### config.mk
export PLATFORM = sky130hd
export DESIGN_NAME = alu_arbiter
export DESIGN_NICKNAME = d
export VERILOG_FILES = /design/src/rtl/alu_arbiter_pkg.sv /design/src/rtl/alu_arbiter_alu.sv /design/src/rtl/alu_arbiter.sv
export SDC_FILE = /design/constraint.sdc
export NUM_CORES = 1
export LEC_CHECK = 0
export CORE_MARGIN = 2
export CORE_UTILIZATION = 49
export CTS_BUF_LIST = sky130_fd_sc_hd__clkbuf_8
export CTS_CLUSTER_DIAMETER = 150
export CTS_CLUSTER_SIZE = 16
export DETAILED_ROUTE_END_ITERATION = 8
export PLACE_DENSITY = 0.79
export SLEW_MARGIN = 20
export SYNTH_ARGS = -nofsm -noshare
export SYNTH_HDL_FRONTEND = slang
export SYNTH_HIERARCHICAL = 1
export SYNTH_SLANG_ARGS = --single-unit
### constraint.sdc
create_clock -name clk -period 8.1 [get_ports clk]
set_input_delay 1.215 -clock clk [delete_from_list [all_inputs] [get_ports clk]]
set_output_delay 1.215 -clock clk [all_outputs]
set_load 0.01 [all_outputs]
### src/rtl/alu_arbiter_pkg.sv
// Shared constants for the two-port ALU arbiter: op codes, flag bit positions
// and FSM state encodings.
package alu_arbiter_pkg;

    localparam int DATA_W = 8;
    localparam int FLAG_W = 5;

    localparam logic [3:0] OP_SUM = 4'h0;
    localparam logic [3:0] OP_SUB = 4'h1;
    localparam logic [3:0] OP_AND = 4'h2;
    localparam logic [3:0] OP_OR  = 4'h3;
    localparam logic [3:0] OP_XOR = 4'h4;
    localparam logic [3:0] OP_NOT = 4'h5;
    localparam logic [3:0] OP_SHL = 4'h6;
    localparam logic [3:0] OP_SHR = 4'h7;

    // rsp_flags layout is {zero, negative, carry, overflow, parity}
    localparam int FLAG_ZERO  = 4;
    localparam int FLAG_NEG   = 3;
    localparam int FLAG_CARRY = 2;
    localparam int FLAG_OVF   = 1;
    localparam int FLAG_PAR   = 0;

    typedef enum logic [1:0] {
        ST_IDLE = 2'd0,
        ST_EXEC = 2'd1,
        ST_RESP = 2'd2
    } state_e;

endpackage

### src/rtl/alu_arbiter_alu.sv
// Purely combinational 8-bit ALU with flag generation; undefined op codes
// produce a zero result.
module alu_arbiter_alu
    import alu_arbiter_pkg::*;
(
    input  logic [3:0]        op_i,
    input  logic [DATA_W-1:0] a_i,
    input  logic [DATA_W-1:0] b_i,
    output logic [DATA_W-1:0] result_o,
    output logic [FLAG_W-1:0] flags_o
);

    logic [DATA_W:0] sum9;
    logic            carry;
    logic            ovf;

    always_comb begin
        sum9     = {1'b0, a_i} + {1'b0, b_i};
        result_o = '0;
        carry    = 1'b0;
        ovf      = 1'b0;
        case (op_i)
            OP_SUM: begin
                result_o = sum9[DATA_W-1:0];
                carry    = sum9[DATA_W];
                ovf      = (a_i[DATA_W-1] == b_i[DATA_W-1]) &&
                           (result_o[DATA_W-1] != a_i[DATA_W-1]);
            end
            OP_SUB: begin
                result_o = a_i - b_i;
                ovf      = (a_i[DATA_W-1] != b_i[DATA_W-1]) &&
                           (result_o[DATA_W-1] != a_i[DATA_W-1]);
            end
            OP_AND:  result_o = a_i & b_i;
            OP_OR:   result_o = a_i | b_i;
            OP_XOR:  result_o = a_i ^ b_i;
            OP_NOT:  result_o = ~a_i;
            OP_SHL:  result_o = {a_i[DATA_W-2:0], 1'b0};
            OP_SHR:  result_o = {1'b0, a_i[DATA_W-1:1]};
            default: result_o = '0;
        endcase

        flags_o             = '0;
        flags_o[FLAG_ZERO]  = (result_o == '0);
        flags_o[FLAG_NEG]   = result_o[DATA_W-1];
        flags_o[FLAG_CARRY] = carry;
        flags_o[FLAG_OVF]   = ovf;
        flags_o[FLAG_PAR]   = ^result_o;
    end

endmodule

### src/rtl/alu_arbiter.sv
// Two requesters share one ALU through an IDLE/EXEC/RESP FSM with
// round-robin grant; one operation is in flight at a time.
module alu_arbiter
    import alu_arbiter_pkg::*;
(
    input  logic              clk,
    input  logic              rst_n,
    input  logic              req_valid_0,
    input  logic              req_valid_1,
    output logic              req_ready_0,
    output logic              req_ready_1,
    input  logic [DATA_W-1:0] req_a_0,
    input  logic [DATA_W-1:0] req_b_0,
    input  logic [DATA_W-1:0] req_a_1,
    input  logic [DATA_W-1:0] req_b_1,
    input  logic [3:0]        req_op_0,
    input  logic [3:0]        req_op_1,
    output logic              rsp_valid_0,
    output logic              rsp_valid_1,
    input  logic              rsp_ready_0,
    input  logic              rsp_ready_1,
    output logic [DATA_W-1:0] rsp_data,
    output logic [FLAG_W-1:0] rsp_flags,
    output logic              busy
);

    state_e            state_q;
    logic              gnt_q;
    logic              last_q;
    logic [DATA_W-1:0] a_q;
    logic [DATA_W-1:0] b_q;
    logic [3:0]        op_q;
    logic [DATA_W-1:0] data_q;
    logic [FLAG_W-1:0] flags_q;
    logic              rsp_valid0_q;
    logic              rsp_valid1_q;

    logic              win;
    logic              accept;
    logic              rsp_take;
    logic [DATA_W-1:0] alu_res;
    logic [FLAG_W-1:0] alu_flags;

    // With both ports valid the one that did not win last time goes next.
    assign win         = (req_valid_0 && req_valid_1) ? ~last_q : req_valid_1;
    assign req_ready_0 = rst_n && (state_q == ST_IDLE) && req_valid_0 && !win;
    assign req_ready_1 = rst_n && (state_q == ST_IDLE) && req_valid_1 && win;
    assign accept      = req_ready_0 || req_ready_1;
    assign rsp_take    = gnt_q ? rsp_ready_1 : rsp_ready_0;

    assign busy        = (state_q != ST_IDLE);
    assign rsp_valid_0 = rsp_valid0_q;
    assign rsp_valid_1 = rsp_valid1_q;
    assign rsp_data    = data_q;
    assign rsp_flags   = flags_q;

    alu_arbiter_alu u_alu (
        .op_i     (op_q),
        .a_i      (a_q),
        .b_i      (b_q),
        .result_o (alu_res),
        .flags_o  (alu_flags)
    );

    always_ff @(posedge clk or negedge rst_n) begin
        if (!rst_n) begin
            state_q      <= ST_IDLE;
            gnt_q        <= 1'b0;
            last_q       <= 1'b1;
            a_q          <= '0;
            b_q          <= '0;
            op_q         <= '0;
            data_q       <= '0;
            flags_q      <= '0;
            rsp_valid0_q <= 1'b0;
            rsp_valid1_q <= 1'b0;
        end else begin
            case (state_q)
                ST_IDLE: begin
                    if (accept) begin
                        gnt_q   <= win;
                        a_q     <= win ? req_a_1  : req_a_0;
                        b_q     <= win ? req_b_1  : req_b_0;
                        op_q    <= win ? req_op_1 : req_op_0;
                        state_q <= ST_EXEC;
                    end
                end
                ST_EXEC: begin
                    data_q       <= alu_res;
                    flags_q      <= alu_flags;
                    rsp_valid0_q <= !gnt_q;
                    rsp_valid1_q <= gnt_q;
                    state_q      <= ST_RESP;
                end
                ST_RESP: begin
                    if (rsp_take) begin
                        rsp_valid0_q <= 1'b0;
                        rsp_valid1_q <= 1'b0;
                        last_q       <= gnt_q;
                        state_q      <= ST_IDLE;
                    end
                end
                default: state_q <= ST_IDLE;
            endcase
        end
    end

endmodule

# Word-level counts from Yosys, hierarchy flattened
# Cells that the tools add are included.
word_totals:
  ff_bits: 39
  out_inout_bits: 18
op_classes:
  bitwise: 5
  reduce_logical: 21
  mux: 14
  eq_ne: 15
  n_addsub: 2
op_table:
  columns: ["cell", "n"]
  rows:
  - ["$pmux W8 S8", 1]
  - ["$eq A4 B3 Y1 const B", 4]
  - ["$mux W8", 2]
  - ["$add A8 B8 Y9", 1]
  - ["$and A8 B8 Y8", 1]
  - ["$eq A4 B2 Y1 const B", 2]
  - ["$logic_and A1 B1 Y1", 8]
  - ["$logic_not A8 Y1", 1]
  - ["$not A8 Y8", 1]
  - ["$or A8 B8 Y8", 1]
  - ["$reduce_and A2 Y1", 4]
  - ["$reduce_xor A8 Y1", 1]
  - ["$sub A8 B8 Y8", 1]
  - ["$xor A8 B8 Y8", 1]
  - ["$pmux W1 S2", 3]
  - ["$pmux W2 S3", 1]
  - ["$eq A4 B1 Y1 const B", 1]
  - ["$logic_not A4 Y1", 1]
  - ["$mux W1", 4]
  - ["$mux W2", 2]
  - ["$mux W4", 1]
  - ["$ne A2 B2 Y1 const B", 2]
  - ["$reduce_bool A2 Y1", 2]
  - ["$ne A1 B1 Y1", 3]
  - ["other kinds (7)", 8]

# Depth between registers and ports, before layout
depth:
  ltp_word: 7
  ltp_mapped: 12
  mapped_depth_nobuf: 12

# Modules after synthesis
# Netlist, hierarchy kept.
by_module_without_submodules:
  columns: ["module", "area_each_um2", "instances", "cells_per_inst"]
  rows:
  - ["alu_arbiter", 1701.6, 1, 131]
  - ["alu_arbiter_alu", 1606.5, 1, 214]

# Least setup slack after synthesis
# No wires, ideal clock.
synth_timing:
  path_kind: "input to output"
  from: "in rst_n"
  to: "out req_ready_0"
  path_stages: 4
  t_required_ns: 6.885
  slack_ns: 5.130
  t_arrival_ns: 1.755
  path_buffers: 1
  path_cell_list: "nand2_1 a211o_1 buf_6 inv_1"
synth_between:
  elab_chain_cells: 3
synth_lines:
  columns: ["item", "line_no", "source"]
  rows:
  - ["start: declaration", "alu_arbiter.sv:7", "input logic rst_n,"]
  - ["$logic_and A1 B1 Y1 (3 in a row)", "alu_arbiter.sv:46", "assign req_ready_0 = rst_n && (state_q == ST_IDLE) && req_valid_0 && !win;"]
  - ["end: declaration", "alu_arbiter.sv:10", "output logic req_ready_0,"]
# No other way between the ends.

# Worst setup path in the final report
layout_timing:
  from: "in rst_n"
  to: "out req_ready_1"
layout_between:
  elab_chain_cells: 3
layout_lines:
  columns: ["item", "line_no", "source"]
  rows:
  - ["$logic_and A1 B1 Y1 (3 in a row)", "alu_arbiter.sv:47", "assign req_ready_1 = rst_n && (state_q == ST_IDLE) && req_valid_1 && win;"]
  - ["end: declaration", "alu_arbiter.sv:11", "output logic req_ready_1,"]
# No other way between the ends.

==> reports/metrics.sh <==
SLEW_HEADROOM_PCT=30.1
CRITICALPATHCATEGORY='in -> out'
POSTROUTEANTENNANETS=0
YS.WARNINGS.COUNT=6
GRT_PASS1_VIAS=2800
FINALNETCOUNT=468
CP_TOP_FAMILY='buffers and inverters'
FINAL_LAYOUT_SIZE_SUFFIX_GT1_SHARE_PCT=12.2
DRT_WL_TOTAL_UM=7630
HPWL_UM=5700
TIMING.FINAL.HOLD_VIOLATIONS=0
SYNTH.NET_COUNT=420
LARGEST_NET_DEGREE_AT_THE_START_OF_GLOBAL_ROUTING=43
FINISH.CELL_COUNT_WITHOUT_FILLERS=471
CORE.ROWCOUNT=29
FLOORPLAN.INITIALDENSITY_PCT=51.5
CTS_SINKS=39
DRV_SLEW=0
YS_ASYNC_SR_FRACTION_PCT=100
POST_CTS_HOLD_BUFFER_COUNT=0
DETAIL_ROUTE.DRC_VIOLATIONS=0
ANTENNA_FOUND_INITIAL=0
SYNTHESIS.AREA_PER_INSTANCE_UM2=9.59
INSERTION_DELAY_NS=0.30
TOP_USAGE_LAYER='met2'
CLOCK_TREE.HTREE_LEVEL_COUNT=2
POWER.DENSITY_CELL_AREA_nW_PER_UM2=436
REQUIRED_NS=6.88
YOSYS.AREA_SHARE.XOR_XNOR_PCT=1.32
DRT-VIAS-PER-INSTANCE=6.06
CTS.REPORTEDPATHS.CLKPINSLEW_NS=0.08
CTS_TREE='built'
FF2FF_SETUP_SLACK_NS=4.94
TIMING.SETUP.TNS_NS=0
SYNTH_COMPOUND_AREA_SHARE_PCT=24.7
YOSYSUNIQUECELLTYPES=68
WORST_IR_DROP_VDD_mV=0.211
SWITCHING_POWER_W=0.000811
SKEW_NS=0.00648
FLOORPLAN.DIE.HEIGHT_UM=86.2
DR_TOTAL_VIAS=2854
SYNTH_SEQUENTIAL_AREA_RATIO_PCT=29.5
LAYOUT_SETUP_WS_NS=3.68
DIE_AREA_UM2=7420
CLOCK_PERIOD_MINUS_WORST_SLACK_NS=4.42
ANTENNA-DIODE-COUNT=0
SYNTH_TOP_FAMILY_BY_AREA='compound AO/OA/AOI/OAI gates'
SEQ_AREA_UM2=977
DIE_WIDTH_UM=86.2
CP_SLOWEST_STAGE_DELAY_NS=0.64
PLACE.GP.CONGESTION=0.877
SYNTH.CELL_AREA_UM2=3310
RUN_STATUS='complete, no violations'
FIRST_PASS_GRT_WIRE_LENGTH_UM=13000
FLOORPLAN.IO_PINS=64
MAX-CLOCK-PATH-BUFFERS=2
GROUTE.USAGE.OVERALL_PCT=21.4
SHARE_CLK_OF_TOTAL_POWER_PCT=9.9
MAXCAPVIOLATIONS=0
CRITICAL-PATH-SLOWEST-CELL='nand4bb_1'
SYNTHADDERAREAFRAC_PCT=11.4
MET2_TRACK_USAGE_GR_PCT=35.4
CRITICAL_PATH_ARRIVAL_NS=3.21
POST_SYNTH_INST_COUNT=345
POST_DRT_WL_PER_CELL_UM=16.2
POST_SYNTH_MUX_AREA_SHARE_PCT=8.93
MIN-DELAY-PATH-CLASS='reg -> reg'
SYNTH_ENABLE_FLOP_CELLS=0
MAX_FANOUT_ON_CRITICAL_PATH=42
END_KIND='output pin'
PLACE_WS_NS=3.63
SYNTH_TOP_FLOP_CELL='dfrtp_1'
POST-CTS-SETUP-BUFFER-COUNT=0
POWER_SWITCHING_SHARE_PCT=46.2
AREA_DELTA_SYNTH_FINAL_PCT=21.9
RSZ0062_AT_GRT='no'
USE_MET1_PCT=29.0
MIN_PERIOD_OVER_PERIOD_PCT=54.6
DETAILEDROUTE.FIRSTPASSITERATIONCOUNT=5
INTERNAL-POWER_W=0.000946
POST_SYNTH_AND_OR_NAND_NOR_AREA_FRACTION_PCT=16.4
CTS.ROOT.BUFFER_CELL='clkbuf_8'
IO_BUFFER_COUNT=63
HOLDWS_NS=0.509
GLOBAL_ROUTE.OVERFLOW_TOTAL=0
DRT_ITER0_MARKERS=219
POWER.STATIC_LEAKAGE_nW=1.70
GRT_USE_MET3_PCT=3.85
SETUP_VIOL=0
WORST-SLEW-PIN-TRANSITION_NS=1.05
DP.CELLS=463
POWER_FRAC_COMB_PCT=66.7
CTS-RESIZED-GATES=0
FILL_CELLS=562
SYNTH-SEQ-CELLS=39
MULTIINPUTGATEAREA_UM2=2080
FMAX_MHz=226
START_KIND='primary input'
CORE_REGION_UM2=6420
CP_CELL_SEQUENCE='buf_2, buf_4, nand4bb_1, nor2_1, clkdlybuf4s50_1'
CTS_BUFFERS=5
CRITICAL_PATH_BUF_INV_COUNT=3
SEQUENTIALPOWERSHARE_PCT=23.4
[worst paths after layout]
check	from	to	depth (start not counted)
worst max-delay path	rst_n	req_ready_1	5
min in group asynchronous	rst_n	rsp_flags[4]	2
worst min register to register	rsp_data[4]	rsp_data[4]	1
worst min-delay path	rsp_data[4]	rsp_data[4]	1
worst max register to register	a_q[0]	rsp_flags[0]	11
max in group asynchronous	rst_n	last_q	2
[Yosys cell counts (3+ instances only)]
cell type	instances	area share [%]
xnor2_1	4	1.1
mux2_2	14	4.8
buf_2	11	1.7
nor3b_1	4	0.91
inv_1	26	2.9
o221a_1	18	6.1
a21oi_1	22	3.3
o22ai_1	4	0.76
a211oi_1	7	1.6
dfrtp_1	38	29
buf_6	3	1.0
nor3_1	5	0.76
mux2i_1	7	2.1
buf_4	5	1.1
ha_1	27	10
nand3_1	4	0.61
nor3_2	3	0.91
nand2_1	14	1.6
o21ai_0	15	2.3
nor2_1	15	1.7
mux4_2	3	2.0
o21bai_1	3	0.68
nor2b_1	6	1.1
or3_1	20	3.8
o221a_2	3	1.0
clkbuf_1	6	0.68
[area by class of cell]
cell class	count	area share, %
multi-input combinational	253	51.6
sequential	39	24.2
timing repair buffer	67	16.3
inverter	27	2.51
tap	77	2.39
clock buffer	6	2.05
clock inverter	2	0.962
[worst reg2reg max path, delay by kind of cell, from the launching register on]
family	cells	cell delay (ns)
flops	1	0.43
compound gates	5	1.09
mux	1	0.26
fa+ha+maj	3	1.00
xor+xnor	2	0.26
[cell usage in the layout, fill, tap and decap left out, drive strengths merged, types with 4 or more instances in the layout]
cell            n
o22ai           4
nor3b           4
xnor2           4
or3            20
a21oi          22
nor2b           6
nand2          14
o21ai          15
nor3            8
dfrtp          38
nand3           4
o221a          21
mux2i           7
nor2           15
ha             27
inv            28
a211oi          7
clkdlybuf4s50  62
clkbuf          6
buf             5
mux2           14
[through the flow]
stage	utilization [%]	power [W]	instance area (um2)
global route	62.8	0.00192	4030
CTS	62.7	0.00174	4030
floorplan	-	0.00128	3310
global placement	60.8	0.00153	3910
detailed placement	60.8	0.00156	3910
finish	62.8	0.00176	4030
[sequential cells by signal, indices dropped and copies added (netlist names)]
register and cells:
op_q 4, rsp_valid_1 1, state_q 2, rsp_data 8
rsp_flags 5, gnt_q 1, rsp_valid_0 1, b_q 8
a_q 8, last_q 1
[power by group through the flow]
stage	registers (W)	clock network, W	logic, W
4_1_cts	0.000411	0.000177	0.00115
3_5_place_dp	0.000415	0	0.00115
6_report	0.000411	0.000174	0.00117
3_3_place_gp	0.000409	0	0.00112
5_1_grt	0.000430	0.000184	0.00130
2_1_floorplan	0.000374	0	0.000910
[cells by family after synthesis]
| family | after synthesis |
|---|---|
| and+or+nand+nor | 91 |
| DFF | 39 |
| buffers and inverters | 53 |
| adders and majority gates | 29 |
| xor gates and xnor gates | 5 |
| AOI/OAI and AO/OA | 104 |
| muxes | 24 |
[routing by layer]
layer / wire length, um / share of wire, %
met1: 3510 / 46
met2: 3580 / 47
met3: 427 / 5.6
met4: 109 / 1.4
met5: 0 / 0
Note: power is estimated with default switching activity, not from simulation.
